--- config.mk ---
export PLATFORM = sky130hd
export DESIGN_NAME = led_pattern_gen
export DESIGN_NICKNAME = d
export VERILOG_FILES = /design/src/rtl/led_pattern_gen.sv
export SDC_FILE = /design/constraint.sdc
export NUM_CORES = 1
export LEC_CHECK = 0
export CAP_MARGIN = 20
export CORE_AREA = 5 5 85 87
export CTS_CLUSTER_DIAMETER = 40
export DETAILED_ROUTE_END_ITERATION = 12
export DIE_AREA = 0 0 90 92
export PLACE_DENSITY = 0.86
export SKIP_LAST_GASP = 1
export SLEW_MARGIN = 20
export SYNTH_ARGS = -nofsm -noshare
export SYNTH_HDL_FRONTEND = slang
export SYNTH_SLANG_ARGS = --single-unit
--- constraint.sdc ---
create_clock -name clock -period 7.5 [get_ports clock]
set_clock_uncertainty 0.05 [all_clocks]
set_input_delay 1.125 -clock clock [delete_from_list [all_inputs] [get_ports clock]]
set_output_delay 1.125 -clock clock [all_outputs]
set_load 0.02 [all_outputs]
--- src/rtl/led_pattern_gen.sv ---
// led_pattern_gen: front-panel LED pattern generator with programmable step
// rate, freeze control and a power-on lamp test.
//   clock  : system clock
//   reset  : synchronous, active-high reset
//   rate   : step-rate select, accumulator increment is rate+1
//   mode   : pattern select (0 cylon1, 1 cylon2, 2 count, 3 blink, 4 fill,
//            5 all-on, 6/7 all-off)
//   freeze : holds prescaler and pattern
//   q      : registered LED drive
//   step   : registered one-cycle pulse on each pattern advance
module led_pattern_gen #(
    parameter int unsigned WIDTH = 8,
    parameter int unsigned MXPRE = 21,
    parameter int unsigned RATEW = 2,
    parameter int unsigned LAMP  = 16
) (
    input  logic             clock,
    input  logic             reset,
    input  logic [RATEW-1:0] rate,
    input  logic [2:0]       mode,
    input  logic             freeze,
    output logic [WIDTH-1:0] q,
    output logic             step
);

    localparam int unsigned HALF  = (WIDTH + 1) / 2;
    localparam int unsigned LAMPW = 16;
    localparam int unsigned ACCW  = MXPRE + 1;
    localparam logic [LAMPW-1:0] LAMP_INIT = LAMPW'(LAMP);

    localparam logic DIR_UP   = 1'b0;
    localparam logic DIR_DOWN = 1'b1;

    typedef enum logic [1:0] {
        ST_LAMP = 2'd0,
        ST_LOAD = 2'd1,
        ST_RUN  = 2'd2
    } state_e;

    state_e           state_q, state_d;
    logic [LAMPW-1:0] lamp_q, lamp_d;
    logic [MXPRE-1:0] acc_q, acc_d;
    logic [WIDTH-1:0] pos_q, pos_d;
    logic             dir_q, dir_d;
    logic [2:0]       mode_r_q, mode_r_d;
    logic [WIDTH-1:0] q_q, q_d;
    logic             step_q, step_d;

    logic [ACCW-1:0]  sum_c;
    logic [WIDTH-1:0] adv_pos_c;
    logic             adv_dir_c;
    logic [WIDTH-1:0] lim_c;

    // LED image for a given mode and position/counter value
    function automatic logic [WIDTH-1:0] pattern(input logic [2:0] m,
                                                 input logic [WIDTH-1:0] p);
        logic [WIDTH-1:0] r;
        r = '0;
        for (int i = 0; i < WIDTH; i++) begin
            case (m)
                3'd0:    r[i] = (WIDTH'(i) == p);
                3'd1:    r[i] = (WIDTH'(i) == p) ||
                                (WIDTH'(i) == (WIDTH'(WIDTH - 1) - p));
                3'd2:    r[i] = p[i];
                3'd3:    r[i] = ~p[0];
                3'd4:    r[i] = (WIDTH'(i) < p);
                3'd5:    r[i] = 1'b1;
                default: r[i] = 1'b0;
            endcase
        end
        return r;
    endfunction

    // Prescaler add; the carry-out is the advance strobe
    assign sum_c = {1'b0, acc_q} + ACCW'(rate) + ACCW'(1);

    // Upper endpoint of the bouncing modes
    always_comb begin
        lim_c = '0;
        case (mode_r_q)
            3'd0:    lim_c = WIDTH'(WIDTH - 1);
            3'd1:    lim_c = WIDTH'(HALF - 1);
            3'd4:    lim_c = WIDTH'(WIDTH);
            default: lim_c = '0;
        endcase
    end

    // Position/direction after one advance of the current mode
    always_comb begin
        adv_pos_c = pos_q;
        adv_dir_c = dir_q;
        case (mode_r_q)
            3'd0, 3'd1, 3'd4: begin
                // Direction flips on arriving at an endpoint, so no endpoint repeats
                if (dir_q == DIR_UP) begin
                    adv_pos_c = pos_q + WIDTH'(1);
                    if (adv_pos_c == lim_c) adv_dir_c = DIR_DOWN;
                end else begin
                    adv_pos_c = pos_q - WIDTH'(1);
                    if (adv_pos_c == '0) adv_dir_c = DIR_UP;
                end
            end
            3'd2:    adv_pos_c = pos_q + WIDTH'(1);
            3'd3:    adv_pos_c = pos_q ^ WIDTH'(1);
            default: adv_pos_c = pos_q;
        endcase
    end

    // Next-state and output logic
    always_comb begin
        state_d  = state_q;
        lamp_d   = lamp_q;
        acc_d    = acc_q;
        pos_d    = pos_q;
        dir_d    = dir_q;
        mode_r_d = mode_r_q;
        q_d      = q_q;
        step_d   = 1'b0;

        case (state_q)
            ST_LAMP: begin
                mode_r_d = mode;
                q_d      = '1;
                lamp_d   = lamp_q - LAMPW'(1);
                if (lamp_q == LAMPW'(1)) state_d = ST_LOAD;
            end
            ST_LOAD: begin
                // Prescaler is released only from the following edge
                mode_r_d = mode;
                acc_d    = '0;
                pos_d    = '0;
                dir_d    = DIR_UP;
                q_d      = pattern(mode, '0);
                state_d  = ST_RUN;
            end
            ST_RUN: begin
                if (mode != mode_r_q) begin
                    // Mode change beats both advance and freeze
                    mode_r_d = mode;
                    acc_d    = '0;
                    pos_d    = '0;
                    dir_d    = DIR_UP;
                    q_d      = pattern(mode, '0);
                end else if (!freeze) begin
                    acc_d = sum_c[MXPRE-1:0];
                    if (sum_c[MXPRE]) begin
                        pos_d  = adv_pos_c;
                        dir_d  = adv_dir_c;
                        q_d    = pattern(mode_r_q, adv_pos_c);
                        step_d = 1'b1;
                    end
                end
            end
            default: state_d = ST_LAMP;
        endcase
    end

    // State registers with synchronous reset
    always_ff @(posedge clock) begin
        if (reset) begin
            state_q  <= ST_LAMP;
            lamp_q   <= LAMP_INIT;
            acc_q    <= '0;
            pos_q    <= '0;
            dir_q    <= DIR_UP;
            mode_r_q <= mode;
            q_q      <= '1;
            step_q   <= 1'b0;
        end else begin
            state_q  <= state_d;
            lamp_q   <= lamp_d;
            acc_q    <= acc_d;
            pos_q    <= pos_d;
            dir_q    <= dir_d;
            mode_r_q <= mode_r_d;
            q_q      <= q_d;
            step_q   <= step_d;
        end
    end

    assign q    = q_q;
    assign step = step_q;

endmodule
==> metrics.md <==
| Metric | Value |
|---|---|
| Status | `completed` |
| CTS Sinks | `60` |
| Worst-Skew Late Latency | `0.34 ns` |
| WS Path Type | `input port to flip-flop` |
| Slowest-stage cell, CP | `nor4_2` |
| Top Family by Delay on Critical Path | `compound AO/OA/AOI/OAI gates` |
| Die W | `around 90 um` |
| Cell area power density | `about 200 mW/mm2` |
| Clk buf depth | `2` |
| Main combinational cell family by area after synthesis | `simple AND/OR/NAND/NOR gates` |
| First-pass GRT wire length | `~17 mm` |
| Ranking of synthesized cells by area | `dfxtp_1 (28%), nor2_1 (5.5%), a21oi_1 (5.1%), xnor2_1 (5.0%), nand2_1 (3.7%)` |
| Hold Buf Count CTS | `0` |
| Clock buffer count from CTS | `9` |
| Crit end category | `flip-flop` |
| WP data arrival | `slightly above 4 ns` |
| Final period util | `~51%` |
| Leakage | `1.52 nW` |
| Post-DP HPWL | `7.47 mm` |
| Drt wl/cell | `between 15 and 20 um` |
| Vias in the first global route | `~3,700` |
| Unique masters post-synth | `85` |
| Fraction of layout cells with a size suffix above 1 | `8.19%` |
| Starting Density | `between 60 and 70%` |
| Top FF cell, synth | `dfxtp_1` |
| H-Tree Depth | `3` |
| #FFs+latches synth | `60` |
| Top-area cell type share of the netlist area | `about 28%` |
| Reg clk slew, reported paths | `around 0.07 ns` |
| Vias | `roughly 3,900` |
| Initial DRC count | `slightly below 400` |
| Mapped Area | `0.00405 mm2` |
| Total GRT Usage | `about a quarter` |
| DR DRC count | `0` |
| Post-Synthesis Cells | `509` |
| CP bufs+invs | `2` |
| Ant. Diodes | `0` |
| Pin count of the biggest net entering global routing | `39` |
| WL final | `around 10 mm` |
| Post-Synth Simple-Gate Area | `around 28%` |
| Slowest stage delay, CP | `around 0.7 ns` |
| Filler instances | `just over 500` |
| Remaining global-route overflow | `0` |
| Drt first pass iters | `5` |
| Antenna Violating Nets Remaining | `0` |
| Largest area contributor in the netlist | `dfxtp_1` |
| Root buffer cell | `clkbuf_8` |
| Post-synthesis mux area share | `0.989%` |
| Synth Area in XOR/XNOR | `between 8 and 9%` |
| Hold crit path type | `flip-flop to flip-flop` |
| Post-synth EDFFs | `3` |
| Post-synthesis compound-gate area fraction | `22.4%` |
| # nets final | `roughly 530` |
| Adder-Cell Fraction of Synth Area | `approximately 4.1%` |
| CP startpoint kind | `input port` |
| Final min period | `just under 4 ns` |
| P&R area growth vs syn | `7.30%` |
| F_max | `between 200 and 300 MHz` |
| Highest net fanout along the worst path | `16` |
| Worst setup margin | `between 3 and 4 ns` |
| I/O pins | `17` |
| Initial antenna violation count | `0` |
| Place WS | `around 3.4 ns` |
| Final setup vio count | `0` |
| Placement Rows | `29` |
| Core area | `between 0.006 and 0.007 mm2` |
| Synthesized Nets | `about 530` |
| Worst Path Required | `~7.7 ns` |
| Post-CTS sizing | `0` |
| Sequential area share after synthesis | `30.4%` |
| Yosys warns | `0` |
| Worst slew pin tran | `roughly 1 ns` |
| Final Hold Vio Count | `0` |
| Setup TNS Final | `0 ns` |
| Syn avg cell area | `just under 8 um2` |
| Final Max Slew Viols | `0` |
| RSZ-0062 raised after global routing | `false` |
| Worst path cell trace | `clkdlybuf4s50_1 -> xor2_1 -> nor4_2 -> a21oi_1 -> o21ai_1 -> inv_1 -> a41oi_1 -> nor2_1` |
| Die footprint | `0.00828 mm2` |
| CTS tree | `done` |
| Slew Limit Headroom | `34.0%` |
| Die Y | `92 um` |
| Synth async-reset ratio | `0%` |
| Input/output buffers | `16` |
| Vias per Instance | `~6.7` |
| Max_cap viols | `0` |
| Peak VDD IR | `between 0.0001 and 0.00015 V` |
| Number of setup buffers added after CTS | `0` |
| RePlAce Congestion | `between 1 and 1.5` |
-- path summary, 6_finish.rpt --
kind | start | to | slack (ns) | depth (start not counted)
min | lamp_q[1] | lamp_q[1] | 0.44 | 2
max reg2reg | pos_q[0] | q[5] | 4.05 | 9
min reg2reg | lamp_q[1] | lamp_q[1] | 0.44 | 2
max | mode[1] | dir_q | 3.64 | 8
-- cell usage after synthesis (5+ instances only) --
| cell | number |
|---|---|
| ha_1 | 11 |
| nor3_1 | 26 |
| or2_2 | 6 |
| or3_1 | 8 |
| nand3_1 | 15 |
| dfxtp_1 | 57 |
| buf_6 | 6 |
| or4_1 | 6 |
| clkbuf_1 | 18 |
| a21oi_1 | 41 |
| xor2_1 | 16 |
| nand2_1 | 40 |
| and3_1 | 6 |
| o21ai_0 | 22 |
| and2_1 | 5 |
| xnor2_1 | 23 |
| nand4_1 | 8 |
| nor4_1 | 8 |
| a31oi_1 | 5 |
| nor2_1 | 59 |
| inv_1 | 17 |
-- worst reg2reg max path, delay by kind of cell (launching register included) --
kind | cells | cell delay (ns)
adders and majority gates | 1 | 0.29
buffers and inverters | 1 | 0.17
DFF | 1 | 0.74
AOI/OAI and AO/OA | 4 | 1.49
and+or+nand+nor | 3 | 0.59
-- sequential cells by signal (all words and copies together) (netlist names) --
| name | flops |
|---|---|
| pos_q | 8 |
| q | 8 |
| mode_r_q | 3 |
| step | 1 |
| lamp_q | 16 |
| acc_q | 21 |
| state_q | 2 |
| dir_q | 1 |
-- logic make-up after synthesis --
group           count (synthesis)
flops                          60
xor+xnor                       39
mux                             4
compound gates                131
buf+inv                        49
fa+ha+maj                      13
simple gates                  213
-- area by class of cell --
class                      count  area (um2)  share of cell area [%]
sequential                    60        1230                    28.3
tap                           77        96.3                    2.22
inverter                      18        67.6                    1.56
timing repair buffer          19         183                    4.21
clock buffer                  10         128                    2.94
clock inverter                 6        62.6                    1.44
multi-input combinational    400        2570                    59.3
-- stage by stage --
stage	hold WS, ns	power, W	instances	instance area [um2]	util [%]
3_3_place_gp	0.415	0.000579	574	4150	66.2
5_1_grt	0.470	0.000921	590	4340	69.2
2_1_floorplan	0.404	0.000537	509	4050	-
3_5_place_dp	0.429	0.000588	574	4150	66.2
6_report	0.443	0.000871	590	4340	69.2
4_1_cts	0.443	0.000871	590	4340	69.2
-- cell usage in the layout, fill, tap and decap left out, types with 9 or more instances in the layout --
| cell type | n |
|---|---|
| nor2_1 | 59 |
| dfxtp_1 | 57 |
| a21oi_1 | 41 |
| nand2_1 | 40 |
| nor3_1 | 26 |
| xnor2_1 | 23 |
| o21ai_0 | 22 |
| inv_1 | 17 |
| xor2_1 | 16 |
| clkdlybuf4s50_1 | 16 |
| nand3_1 | 15 |
| ha_1 | 11 |
| clkbuf_8 | 9 |
-- power by group --
group          internal [W]  switching [W]
logic             0.0000805       0.000119
registers          0.000351      0.0000341
clock network      0.000154       0.000133
-- routing by layer --
layer	track usage (%)	share of wire [%]	vias to the layer above
met1	32.0	42	1858
li1	-	-	1858
met5	0	0	-
met4	8.93	2.3	0
met3	5.81	7.8	31
met2	40.4	48	191
Power figures use the tool's default switching activity.
